`config.mk`:
```
export PLATFORM = sky130hd
export DESIGN_NAME = rx_gmii_framer
export DESIGN_NICKNAME = d
export VERILOG_FILES = /design/src/rtl/ethpipe_pkg.sv /design/src/rtl/rx_byte_packer.sv /design/src/rtl/rx_gmii_framer.sv
export SDC_FILE = /design/constraint.sdc
export NUM_CORES = 1
export LEC_CHECK = 0
export ABC_AREA = 0
export BUFFER_PORTS_ARGS = -buffer_cell sky130_fd_sc_hd__buf_2
export CAP_MARGIN = 20
export CORE_MARGIN = 4
export CORE_UTILIZATION = 39
export CTS_CLUSTER_SIZE = 16
export DETAILED_ROUTE_END_ITERATION = 6
export HOLD_SLACK_MARGIN = 0.05
export PLACE_DENSITY = 0.67
export SYNTH_ARGS = -nofsm -noshare
export SYNTH_HDL_FRONTEND = slang
export SYNTH_SLANG_ARGS = --single-unit
```
`constraint.sdc`:
```
create_clock -name clk_125 -period 12.7 [get_ports clk_125]
set_input_delay 3.81 -clock clk_125 [delete_from_list [all_inputs] [get_ports clk_125]]
set_output_delay 3.81 -clock clk_125 [all_outputs]
set_load 0.01 [all_outputs]
```
`src/rtl/ethpipe_pkg.sv`:
```
// Shared constants and types for the ethpipe receive path.
package ethpipe_pkg;

    localparam int         PTR_W     = 12;
    localparam int         HDR_WORDS = 4;
    localparam logic [7:0] PREAMBLE  = 8'h55;
    localparam logic [7:0] SFD       = 8'hD5;

    typedef enum logic [2:0] {
        IDLE,
        PRE,
        DATA,
        HDR,
        DROP
    } rx_state_e;

endpackage

```
`src/rtl/rx_byte_packer.sv`:
```
// Packs GMII bytes into 16-bit words, big-endian within the word; flush emits
// a held odd byte padded with 0x00.
module rx_byte_packer (
    input  logic        clk_i,
    input  logic        rst_i,
    input  logic        clr_i,
    input  logic        byte_vld_i,
    input  logic [7:0]  byte_i,
    input  logic        flush_i,
    output logic        word_vld_o,
    output logic [15:0] word_o
);

    logic       have_q, have_d;
    logic [7:0] hold_q, hold_d;

    always_comb begin
        have_d = have_q;
        hold_d = hold_q;
        if (clr_i) begin
            have_d = 1'b0;
        end else if (byte_vld_i) begin
            have_d = !have_q;
            if (!have_q)
                hold_d = byte_i;
        end else if (flush_i) begin
            have_d = 1'b0;
        end
    end

    always_ff @(posedge clk_i) begin
        if (rst_i) begin
            have_q <= 1'b0;
            hold_q <= 8'h00;
        end else begin
            have_q <= have_d;
            hold_q <= hold_d;
        end
    end

    assign word_vld_o = have_q && !clr_i && (byte_vld_i || flush_i);
    assign word_o     = {hold_q, byte_vld_i ? byte_i : 8'h00};

endmodule

```
`src/rtl/rx_gmii_framer.sv`:
```
// GMII receive framer: writes timestamped length-prefixed records into a circular
// word buffer. Define ETHPIPE_RX_DROP_CNT_EN to add the drop_cnt port and counter.
module rx_gmii_framer
    import ethpipe_pkg::*;
#(
    parameter int MAX_LEN = 1536,
    parameter int MIN_LEN = 64
) (
    input  logic        clk_125,
    input  logic        sys_rst,
    input  logic [47:0] global_counter,
    input  logic        gmii_rx_dv,
    input  logic [7:0]  gmii_rxd,
    input  logic [11:0] rxmem_rd_ptr,
    output logic        rxmem_wr_en,
    output logic [11:0] rxmem_wr_addr,
    output logic [15:0] rxmem_wr_data,
    output logic [11:0] rxmem_wr_ptr,
`ifdef ETHPIPE_RX_DROP_CNT_EN
    output logic        rx_frame_done,
    output logic [31:0] drop_cnt
`else
    output logic        rx_frame_done
`endif
);

    rx_state_e        state_q, state_d;
    logic [15:0]      cnt_q, cnt_d;
    logic [47:0]      ts_q, ts_d;
    logic [1:0]       hidx_q, hidx_d;
    logic             late_q, late_d;
    logic [PTR_W-1:0] ptr_q, ptr_d;
    logic             en_q, en_d;
    logic [PTR_W-1:0] addr_q, addr_d;
    logic [15:0]      data_q, data_d;
    logic             done_q, done_d;

    logic [PTR_W-1:0] free_words, pay_addr, rec_words;
    logic [16:0]      cnt_nx, need;
    logic             oversize, nospace;
    logic             pk_vld, pk_flush, pk_clr, pk_word_vld;
    logic [15:0]      pk_word;

    // The committed write pointer doubles as the base of the record in flight.
    assign free_words = rxmem_rd_ptr - ptr_q - 12'd1;
    assign cnt_nx     = {1'b0, cnt_q} + 17'd1;
    assign need       = 17'(HDR_WORDS) + ((cnt_nx + 17'd1) >> 1);
    assign oversize   = cnt_nx > 17'(MAX_LEN);
    assign nospace    = need > {5'b0, free_words};
    assign pay_addr   = ptr_q + 12'(HDR_WORDS) + cnt_q[12:1];
    assign rec_words  = 12'(HDR_WORDS) + 12'((cnt_q + 16'd1) >> 1);

    assign pk_vld   = (state_q == DATA) && gmii_rx_dv && !oversize && !nospace;
    assign pk_flush = (state_q == DATA) && !gmii_rx_dv;
    assign pk_clr   = (state_q != DATA);

    rx_byte_packer u_packer (
        .clk_i      (clk_125),
        .rst_i      (sys_rst),
        .clr_i      (pk_clr),
        .byte_vld_i (pk_vld),
        .byte_i     (gmii_rxd),
        .flush_i    (pk_flush),
        .word_vld_o (pk_word_vld),
        .word_o     (pk_word)
    );

    always_comb begin
        state_d = state_q;
        cnt_d   = cnt_q;
        ts_d    = ts_q;
        hidx_d  = hidx_q;
        late_d  = late_q;
        ptr_d   = ptr_q;
        en_d    = 1'b0;
        addr_d  = addr_q;
        data_d  = data_q;
        done_d  = 1'b0;

        if (pk_word_vld) begin
            en_d   = 1'b1;
            addr_d = pay_addr;
            data_d = pk_word;
        end

        case (state_q)
            IDLE: if (gmii_rx_dv && gmii_rxd == PREAMBLE) state_d = PRE;
            PRE: begin
                if (gmii_rx_dv && gmii_rxd == SFD) begin
                    state_d = DATA;
                    ts_d    = global_counter;
                    cnt_d   = 16'd0;
                end else if (!(gmii_rx_dv && gmii_rxd == PREAMBLE)) begin
                    state_d = IDLE;
                end
            end
            DATA: begin
                if (!gmii_rx_dv) begin
                    state_d = HDR;
                    hidx_d  = 2'd0;
                    late_d  = 1'b0;
                end else if (oversize || nospace) begin
                    state_d = DROP;
                end else begin
                    cnt_d = cnt_nx[15:0];
                end
            end
            HDR: begin
                // A frame starting during header writeout cannot be framed; drop it whole.
                late_d = late_q | gmii_rx_dv;
                if (cnt_q < 16'(MIN_LEN)) begin
                    state_d = DROP;
                end else begin
                    en_d   = 1'b1;
                    addr_d = ptr_q + {10'b0, hidx_q};
                    case (hidx_q)
                        2'd0:    data_d = cnt_q;
                        2'd1:    data_d = ts_q[47:32];
                        2'd2:    data_d = ts_q[31:16];
                        default: data_d = ts_q[15:0];
                    endcase
                    hidx_d = hidx_q + 2'd1;
                    if (hidx_q == 2'd3) begin
                        ptr_d   = ptr_q + rec_words;
                        done_d  = 1'b1;
                        state_d = (late_q || gmii_rx_dv) ? DROP : IDLE;
                    end
                end
            end
            DROP:    if (!gmii_rx_dv) state_d = IDLE;
            default: state_d = IDLE;
        endcase
    end

    always_ff @(posedge clk_125) begin
        if (sys_rst) begin
            state_q <= IDLE;
            cnt_q   <= 16'd0;
            ts_q    <= 48'd0;
            hidx_q  <= 2'd0;
            late_q  <= 1'b0;
            ptr_q   <= '0;
            en_q    <= 1'b0;
            addr_q  <= '0;
            data_q  <= 16'd0;
            done_q  <= 1'b0;
        end else begin
            state_q <= state_d;
            cnt_q   <= cnt_d;
            ts_q    <= ts_d;
            hidx_q  <= hidx_d;
            late_q  <= late_d;
            ptr_q   <= ptr_d;
            en_q    <= en_d;
            addr_q  <= addr_d;
            data_q  <= data_d;
            done_q  <= done_d;
        end
    end

    assign rxmem_wr_en   = en_q;
    assign rxmem_wr_addr = addr_q;
    assign rxmem_wr_data = data_q;
    assign rxmem_wr_ptr  = ptr_q;
    assign rx_frame_done = done_q;

`ifdef ETHPIPE_RX_DROP_CNT_EN
    logic [31:0] drop_q;

    always_ff @(posedge clk_125) begin
        if (sys_rst)
            drop_q <= 32'd0;
        else if (state_d == DROP && state_q != DROP && drop_q != 32'hFFFF_FFFF)
            drop_q <= drop_q + 32'd1;
    end

    assign drop_cnt = drop_q;
`endif

endmodule

```
Word level (Yosys, flattened, before mapping)
Cells that the tools add are included.
Operators by class
  $add $sub $neg: 12
  mux-type cells: 33
  equality and inequality tests: 20
  reductions and logical operators: 30
  $lt $le $gt $ge: 3
  bitwise operators: 5
Operators with widths (number)
  $mux 16: 6
  $pmux 16 s3: 1
  $mux 12: 3
  $pmux 16 s2: 1
  $mux 3: 9
  $add 12x12->12: 2
  $add 16x1->17 const B: 1
  $add 17x1->17 const B: 1
  $add 3x16->17 const A: 1
  $gt 17x11->1 const B: 1
  $gt 17x12->1: 1
  $lt 16x7->1 const B: 1
  $pmux 3 s5: 1
  $ne 2x2->1 const B: 7
  $add 13x1->13 const B: 1
  $add 12x2->12: 1
  $add 12x3->12 const B: 1
  $add 3x12->12 const A: 1
  $sub 12x1->12 const B: 1
  $sub 12x12->12: 1
  $reduce_and 3->1: 3
  $eq 8x7->1 const B: 1
  $eq 8x8->1 const B: 1
  $logic_and 1x1->1: 8
  25 further kinds: 48
Word-level totals
  output and inout bits: 42
  register bits: 121
  word-level logic and storage cells: 115

Logic depth before layout (Yosys ltp)
Gate-level depths: netlist of run 1.
  depth after elaboration: 11
  depth in mapped cells: 22
  depth with buffers taken out: 21

Hierarchy
A second synthesis of run 1 with hierarchy kept.
Unflattened totals
  cell total of the unflattened synthesis: 1003
  area total of the unflattened synthesis: 8049.0 um^2
By module, submodules not included
  rx_gmii_framer: cells an instance 953, area each 7577.3 um^2, times used 1
  rx_byte_packer: cells an instance 50, area each 471.7 um^2, times used 1

Least setup slack after synthesis of run 1
No wires, ideal clock.
  path type: input to register
  start point: in rxmem_rd_ptr[0]
  end point: reg data_q[0], in the netlist rxmem_wr_data[0]
  data arrival time: 7439 ps
  slack: 5190 ps
  data required time: 12629 ps
  cell stages on the path: 19
  cells stage by stage: ha_1 inv_1 fa_1 nor2b_1 o21ai_0 a21oi_1 o21ai_0 a21oi_1 o31ai_1 o311a_1 ha_1 and4_1 nand3_1 a31oi_1 nor2_1 a311oi_1 o21ai_2 a211oi_2 o2bb2ai_1
Between the ends
  longest elaborated chain between the ends: 10
  elaborated cells between the ends (all ways): 11
  those cells by class: add/sub (2); order compare (1); mux (4); reduce/logical (4)
RTL lines
  start, declared: line rx_gmii_framer.sv:14  | input logic [11:0] rxmem_rd_ptr,
  $sub 12x12->12 (*): line rx_gmii_framer.sv:45  | assign free_words = rxmem_rd_ptr - ptr_q - 12'd1;
  $sub 12x1->12 (*): line rx_gmii_framer.sv:45
  $gt 17x12->1 (*): line rx_gmii_framer.sv:49  | assign nospace = need > {5'b0, free_words};
  $logic_not 1->1 (*): line rx_gmii_framer.sv:53  | assign pk_vld = (state_q == DATA) && gmii_rx_dv && !oversize && !nospace;
  $logic_and 1x1->1 (*): line rx_gmii_framer.sv:53
  $logic_or 1x1->1: line rx_byte_packer.sv:41  | assign word_vld_o = have_q && !clr_i && (byte_vld_i || flush_i);
  $logic_and 1x1->1: line rx_byte_packer.sv:41
  $mux 16 (*): line rx_gmii_framer.sv:80  | if (pk_word_vld) begin
  $mux 16: line rx_gmii_framer.sv:111  | if (cnt_q < 16'(MIN_LEN)) begin
  $mux 16 (*): line rx_gmii_framer.sv:86  | case (state_q)
  end signal, assigned: line rx_gmii_framer.sv:156  | data_q <= data_d;
  end, declared: line rx_gmii_framer.sv:35  | logic [15:0] data_q, data_d;
Mark *: on every way between the ends. The rest lies on a longest branch, timed or not.
A chain may end at the register's enable or synchronous reset.

Worst setup path after layout of run 1
  start point: in rxmem_rd_ptr[0]
  end point: reg cnt_q[6]
Between the ends
  longest elaborated chain between the ends: 6
RTL lines
  $sub 12x12->12: line rx_gmii_framer.sv:45
  $sub 12x1->12: line rx_gmii_framer.sv:45
  $gt 17x12->1: line rx_gmii_framer.sv:49
  $logic_or 1x1->1: line rx_gmii_framer.sv:102  | end else if (oversize || nospace) begin
  $ne 2x2->1 (no line)
  $reduce_and 4->1 (no line)
  end signal, assigned: line rx_gmii_framer.sv:149  | cnt_q <= cnt_d;
  end, declared: line rx_gmii_framer.sv:28  | logic [15:0] cnt_q, cnt_d;
No other way between the ends.

==> results of run 1 <==
## power breakdown
group / total, mW / switching (mW) / internal (mW)
sequential: 0.395 / 0.00949 / 0.386
combinational: 0.100 / 0.0616 / 0.0385
clock: 0.464 / 0.179 / 0.285
## flip-flops by register name (all words and copies together), names as in the netlist
name and cells:
cnt_q 16, hidx_q 2, late_q 1, rx_frame_done 1
rxmem_wr_addr 12, rxmem_wr_data 16, rxmem_wr_en 1, rxmem_wr_ptr 12
state_q 3, ts_q 48, u_packer.have_q 1, u_packer.hold_q 8
## stage by stage
stage	instances	setup WS, ps	area [sq um]	total power [mW]	hold slack, ps
global route	1370	4320	9250	0.993	473
global placement	1336	4410	8640	0.500	442
floorplan	1016	5190	7950	0.469	436
detailed placement	1336	4300	8640	0.501	448
CTS	1368	4720	9210	0.961	456
finish	1370	4670	9250	0.959	454
## cell usage after synthesis, types with 15 or more instances
library cell	instances	area [sq um]
ha_1	76	951
a21oi_1	114	571
clkbuf_1	56	210
inv_1	41	154
xor2_1	15	131
dfxtp_1	121	2420
a222oi_1	16	160
nor2_1	90	338
o21ai_1	19	95.1
nand2_1	152	571
xnor2_1	46	403
o21ai_0	29	145
nor3_1	27	135
nand3_1	34	170
## worst max-delay path by stage
stage / end / slack [ps]
after floorplan: rxmem_wr_data[0]$_SDFF_PP0_ / 5190
after detailed placement: cnt_q[6]$_SDFFE_PP0P_ / 4300
after global placement: rxmem_wr_addr[11]$_SDFF_PP0_ / 4410
after CTS: cnt_q[6]$_SDFFE_PP0P_ / 4720
final: cnt_q[6]$_SDFFE_PP0P_ / 4670
after global routing: cnt_q[6]$_SDFFE_PP0P_ / 4320
## cell usage in the layout, fill, tap and decap left out, drive strengths merged, types with 34 or more instances in the layout
| cell | synthesis | routed |
|---|---|---|
| inv | 43 | 45 |
| a21oi | 115 | 115 |
| buf | 7 | 120 |
| dfxtp | 121 | 121 |
| nand2 | 152 | 152 |
| ha | 76 | 76 |
| nor2 | 90 | 90 |
| xnor2 | 46 | 46 |
| nand3 | 34 | 34 |
| o21ai | 49 | 49 |
## routing by layer
layer | vias to the layer above | wire [microns]
li1 | 3790 | -
met1 | 3522 | 10900
met2 | 243 | 10200
met3 | 24 | 1410
met4 | 0 | 455
met5 | - | 0
## kinds of logic (layout without fill, tap and decap cells)
| group | after synthesis | count (layout) | share of synthesized area, % |
|---|---|---|---|
| buffers and inverters | 108 | 197 | 5.37 |
| and+or+nand+nor | 368 | 368 | 21.1 |
| adders and majority gates | 80 | 80 | 13.0 |
| DFF | 121 | 121 | 30.5 |
| AOI/OAI and AO/OA | 263 | 263 | 21.4 |
| xor gates and xnor gates | 61 | 61 | 6.72 |
| muxes | 15 | 15 | 1.91 |
## cell type report
| type | instances | area [sq um] | share of cell area, % |
|---|---|---|---|
| multi-input combinational | 787 | 5110 | 55.3 |
| inverter | 45 | 169 | 1.83 |
| tap | 265 | 332 | 3.59 |
| sequential | 121 | 2420 | 26.2 |
| clock buffer | 23 | 478 | 5.17 |
| clock inverter | 9 | 90.1 | 0.974 |
| timing repair buffer | 120 | 643 | 6.96 |
## worst register-to-register path: cells and delay by family, from the launching register on
family / cells / cell delay (ps)
xor+xnor: 2 / 420
compound gates: 5 / 1870
simple gates: 8 / 2030
fa+ha+maj: 2 / 590
flops: 1 / 570
mux: 1 / 470
==> impl_metrics.json, run 1 <==
{
  "ys.flop_type": "dfxtp_1",
  "grt.total_usage_pct": 20.2,
  "crit_start": "rxmem_rd_ptr[0]",
  "holdPathEnd": "ts_q[35]$_SDFFE_PP0P_",
  "max_cap_viol_count": 0,
  "dieArea_sq_um": 22700,
  "syn-cell-area_sq_um": 7950,
  "ys_seq_area_share_pct": 30.5,
  "ys_types": 69,
  "worstSetupEndpointType": "register",
  "grt-busiest-layer": "met2",
  "finish.utilization_pct": 46.7,
  "fin_setup_tns_ps": 0,
  "fp.dieW_microns": 151,
  "initial_core_util_pct": 40.2,
  "reg2regPathDepth": 18,
  "layout-drive-gt1-share_pct": 14.7,
  "slew_violations": 0,
  "rr_startpoint": "cnt_q[2]$_SDFFE_PP0P_",
  "ys_ff_latch": 121,
  "final_nets": 1243,
  "place_hpwl_microns": 16900,
  "initialDrtViolationCount": 653,
  "cts_tree": "done",
  "synth_edf_count": 0,
  "clk_latency_ps": 420,
  "met1_usage_pct": 28.5,
  "area_growth_pct": 16.3,
  "rsz0062_at_grt": "no",
  "post_cts_buffers": 0,
  "avgSynthCellArea_sq_um": 7.82,
  "vdd.ir_drop.worst_v": 0.0000917,
  "path_depth": 21,
  "cp.required_ps": 13050,
  "die_h_microns": 151,
  "min_path_type": "register to register",
  "core_sq_um": 19800,
  "powerDensity_nw_per_um2": 104,
  "cp_slowest_cell": "a311oi_1",
  "hold_viol_final": 0,
  "dr.pass1.iters": 5,
  "cts_buffers": 17,
  "wl_microns": 23000,
  "worstPathBufferInverterCount": 2,
  "worst_path_largest_cell_delay_ps": 810,
  "portBuffers": 112,
  "start_kind": "input pin",
  "postCtsHoldBufs": 0,
  "crit_family": "compound AO/OA/AOI/OAI gates",
  "cp.arrival_ps": 8380,
  "grt_max_degree": 97,
  "clock_path_buffers": 2,
  "synthCells": 1016,
  "clkTransAtPathRegs_ps": 60,
  "post_cts_resized": 0,
  "ios": 113,
  "antenna_found_initial": 0,
  "max_freq_mhz": 125,
  "syn_nets": 1167,
  "drc_errors": 0,
  "fin_crit_ps": 8030,
  "leakagePower_nw": 3.76,
  "gp_congestion": 0.889,
  "setup-violations-final": 0,
  "cp_max_fo": 13,
  "grt_pass1_wl_microns": 36400,
  "holdCritStartpoint": "ts_q[35]$_SDFFE_PP0P_",
  "reg2reg_setup_slack_ps": 6710,
  "fin_crit_sh_pct": 63.2,
  "synthArstFlopShare_pct": 0,
  "final.fill_count": 2008,
  "worst_pin_slew_ps": 1040,
  "fp-row-count": 51,
  "clock_sinks": 121,
  "wl_per_cell_microns": 16.8,
  "grt.overflow.total": 0,
  "status": "finished, final reports clean",
  "diodes": 0,
  "vias": 7579,
  "grt_use_met3_pct": 3.97,
  "whs_path_depth": 2,
  "yosysWarnings": 0,
  "worst_r2r_endpoint": "cnt_q[6]$_SDFFE_PP0P_",
  "skew_ps": 6.22,
  "antenna_left": 0,
  "vias_per_cell": 5.53,
  "crit_type": "input pin to register",
  "cts-root-buf": "clkbuf_16",
  "htree_num_levels": 4,
  "maxSlewHeadroom_pct": 30.1,
  "cp_cell_sequence": "buf_2, ha_1, inv_1, fa_1, nor2b_1, o21ai_0, a21oi_1, o21ai_0, a21oi_1, o31ai_1, nand3_1, o311a_1, ha_1, and4_1, nand3_1, a31oi_1, nor2_1, a311oi_1, o21ai_1, mux2_1, nor2_1",
  "grt_pass1_vias": 7009,
  "met2_usage_pct": 31.3
}
Power figures use the tool's default switching activity.
==> inputs of run 2 (changes only) <==
--- a/config.mk
+++ b/config.mk
@@ -13,7 +13,7 @@
 export CTS_CLUSTER_SIZE = 16
 export DETAILED_ROUTE_END_ITERATION = 6
 export HOLD_SLACK_MARGIN = 0.05
-export PLACE_DENSITY = 0.67
+export PLACE_DENSITY = 0.69
 export SYNTH_ARGS = -nofsm -noshare
 export SYNTH_HDL_FRONTEND = slang
 export SYNTH_SLANG_ARGS = --single-unit
==> constraint.sdc (replaced) <==
create_clock -name clk_125 -period 6.9 [get_ports clk_125]
set_input_delay 2.07 -clock clk_125 [delete_from_list [all_inputs] [get_ports clk_125]]
set_output_delay 2.07 -clock clk_125 [all_outputs]
set_load 0.01 [all_outputs]
==> impl_metrics.json, run 2 (synthesis gave the netlist of run 1 again) <==
{
  "status": "finished, violations left",
  "violations": "DRC",
  "leakagePower_nw": 3.77,
  "setup-violations-final": 0,
  "layout-drive-gt1-share_pct": 14.6,
  "grt-busiest-layer": "met2",
  "place_ws_ps": 508,
  "rr_startpoint": "cnt_q[2]$_SDFFE_PP0P_",
  "initial_core_util_pct": 40.2,
  "max_cap_viol_count": 0,
  "cts_buffers": 17,
  "met2_usage_pct": 32.0,
  "vias_per_cell": 5.56,
  "crit_type": "input pin to register",
  "dr.pass1.iters": 7,
  "core_sq_um": 19800,
  "min_path_type": "register to register",
  "fp-row-count": 51,
  "wl_microns": 23200,
  "cts-root-buf": "clkbuf_16",
  "initialDrtViolationCount": 685,
  "fin_crit_ps": 5990,
  "drc_errors": 3,
  "post_cts_resized": 0,
  "clock_path_buffers": 2,
  "vdd.ir_drop.worst_v": 0.000174,
  "final_common_cell": "nand2_1",
  "fin_setup_tns_ps": 0,
  "ios": 113,
  "cp.required_ps": 7190,
  "antenna_left": 0,
  "powerDensity_nw_per_um2": 194,
  "place_hpwl_microns": 17100,
  "dieArea_sq_um": 22700,
  "skew_ps": 6.06,
  "area_growth_pct": 16.7,
  "die_h_microns": 151,
  "final_area_sq_um": 9270,
  "grt_pass1_vias": 6846,
  "grt.overflow.total": 0,
  "htree_num_levels": 4,
  "maxSlewHeadroom_pct": 26.2,
  "worstSetupEndpointType": "register",
  "diodes": 0,
  "post_cts_buffers": 0,
  "portBuffers": 112,
  "cp.arrival_ps": 6290,
  "met1_usage_pct": 28.3,
  "max_freq_mhz": 167,
  "rsz0062_at_grt": "no",
  "worst_r2r_endpoint": "rxmem_wr_addr[10]$_SDFF_PP0_",
  "reg2reg_setup_slack_ps": 1170,
  "holdPathEnd": "ts_q[21]$_SDFFE_PP0P_",
  "instances_no_fill": 1371,
  "start_kind": "input pin",
  "cp_max_fo": 15,
  "gp_congestion": 0.878,
  "fp.dieW_microns": 151,
  "place_inst": 1339,
  "wl_per_cell_microns": 16.9,
  "vias": 7628,
  "fin_crit_sh_pct": 86.9,
  "hold_viol_final": 0,
  "grt_use_met3_pct": 3.52,
  "clkTransAtPathRegs_ps": 50,
  "reg2regPathDepth": 18,
  "grt.total_usage_pct": 20.1,
  "fin_ws_ps": 907,
  "final_cell_mix": "152 x nand2_1, 121 x dfxtp_1, 114 x a21oi_1, 111 x buf_2, 90 x nor2_1",
  "whs_path_depth": 2,
  "final_nets": 1245,
  "holdCritStartpoint": "ts_q[21]$_SDFFE_PP0P_",
  "cts_tree": "done",
  "placedInstanceArea_sq_um": 8660,
  "worst_pin_slew_ps": 1100,
  "grt_pass1_wl_microns": 36200,
  "top_register": "ts_q",
  "slew_violations": 0,
  "postCtsHoldBufs": 0,
  "antenna_found_initial": 0,
  "grt_max_degree": 77,
  "clk_latency_ps": 410,
  "largest_register_ffs": 48,
  "clock_sinks": 121
}
## run 2: cell types whose count changed in the layout (fill, tap and decap cells not counted), sizes merged
cell    previous run  this run
clkbuf            23        26
buf              120       121
bufinv             1         2
clkinv             6         4
inv               45        43
## run 2: per-layer routing
metal / wire, microns / up-vias / part of all wire, %
met3: 1390 / 13 / 6.0
met4: 191 / 0 / 0.82
met2: 10800 / 232 / 47
met1: 10800 / 3596 / 46
met5: 0 / - / 0
li1: - / 3787 / -
## run 2: critical path, stage by stage
cell and delay [ps]:
buf_2 80, ha_1 150, inv_1 50, fa_1 400, nor2b_1 110, o21ai_0 100, a21oi_1 170, o21ai_0 110
a21oi_1 230, o31ai_1 110, o311a_1 310, ha_1 290, and4_1 200, nand3_1 110, nor3_1 280, a311oi_1 90
buf_4 180, o21ai_2 340, nand2_1 400, a2111oi_0 500
## run 2: layout make-up
type	count	area, sq um
Clock buffer	25	495
Multi-Input combinational cell	787	5110
Clock inverter	6	88.8
Timing Repair Buffer	122	656
Fill cell	1976	10500
Tap cell	265	332
Sequential cell	121	2420
Inverter	45	169
## run 2: power by group
part | switching (mW) | internal, mW | leakage, nW
clock network | 0.315 | 0.568 | 0.280
logic | 0.114 | 0.0736 | 2.52
registers | 0.0166 | 0.710 | 0.975
total | 0.445 | 1.35 | 3.77
## run 2: through the flow
step           hold WS, ps  utilization [%]  power (mW)
6_report               455             46.9        1.80
4_1_cts                454             46.8        1.80
5_1_grt                467             46.9        1.85
3_3_place_gp           441             43.8       0.924
2_1_floorplan          436                -       0.864
3_5_place_dp           446             43.8       0.925
## run 2: worst max-delay path by stage
| stage | from | to | slack, ps |
|---|---|---|---|
| 2_1_floorplan | rxmem_rd_ptr[0] | rxmem_wr_data[0]$_SDFF_PP0_ | 1130 |
| 3_3_place_gp | rxmem_rd_ptr[0] | rxmem_wr_addr[9]$_SDFF_PP0_ | 670 |
| 3_5_place_dp | rxmem_rd_ptr[0] | rxmem_wr_addr[10]$_SDFF_PP0_ | 510 |
| 4_1_cts | rxmem_rd_ptr[0] | rxmem_wr_addr[10]$_SDFF_PP0_ | 940 |
| 5_1_grt | rxmem_rd_ptr[0] | rxmem_wr_addr[3]$_SDFF_PP0_ | 570 |
| 6_report | rxmem_rd_ptr[0] | rxmem_wr_addr[10]$_SDFF_PP0_ | 910 |
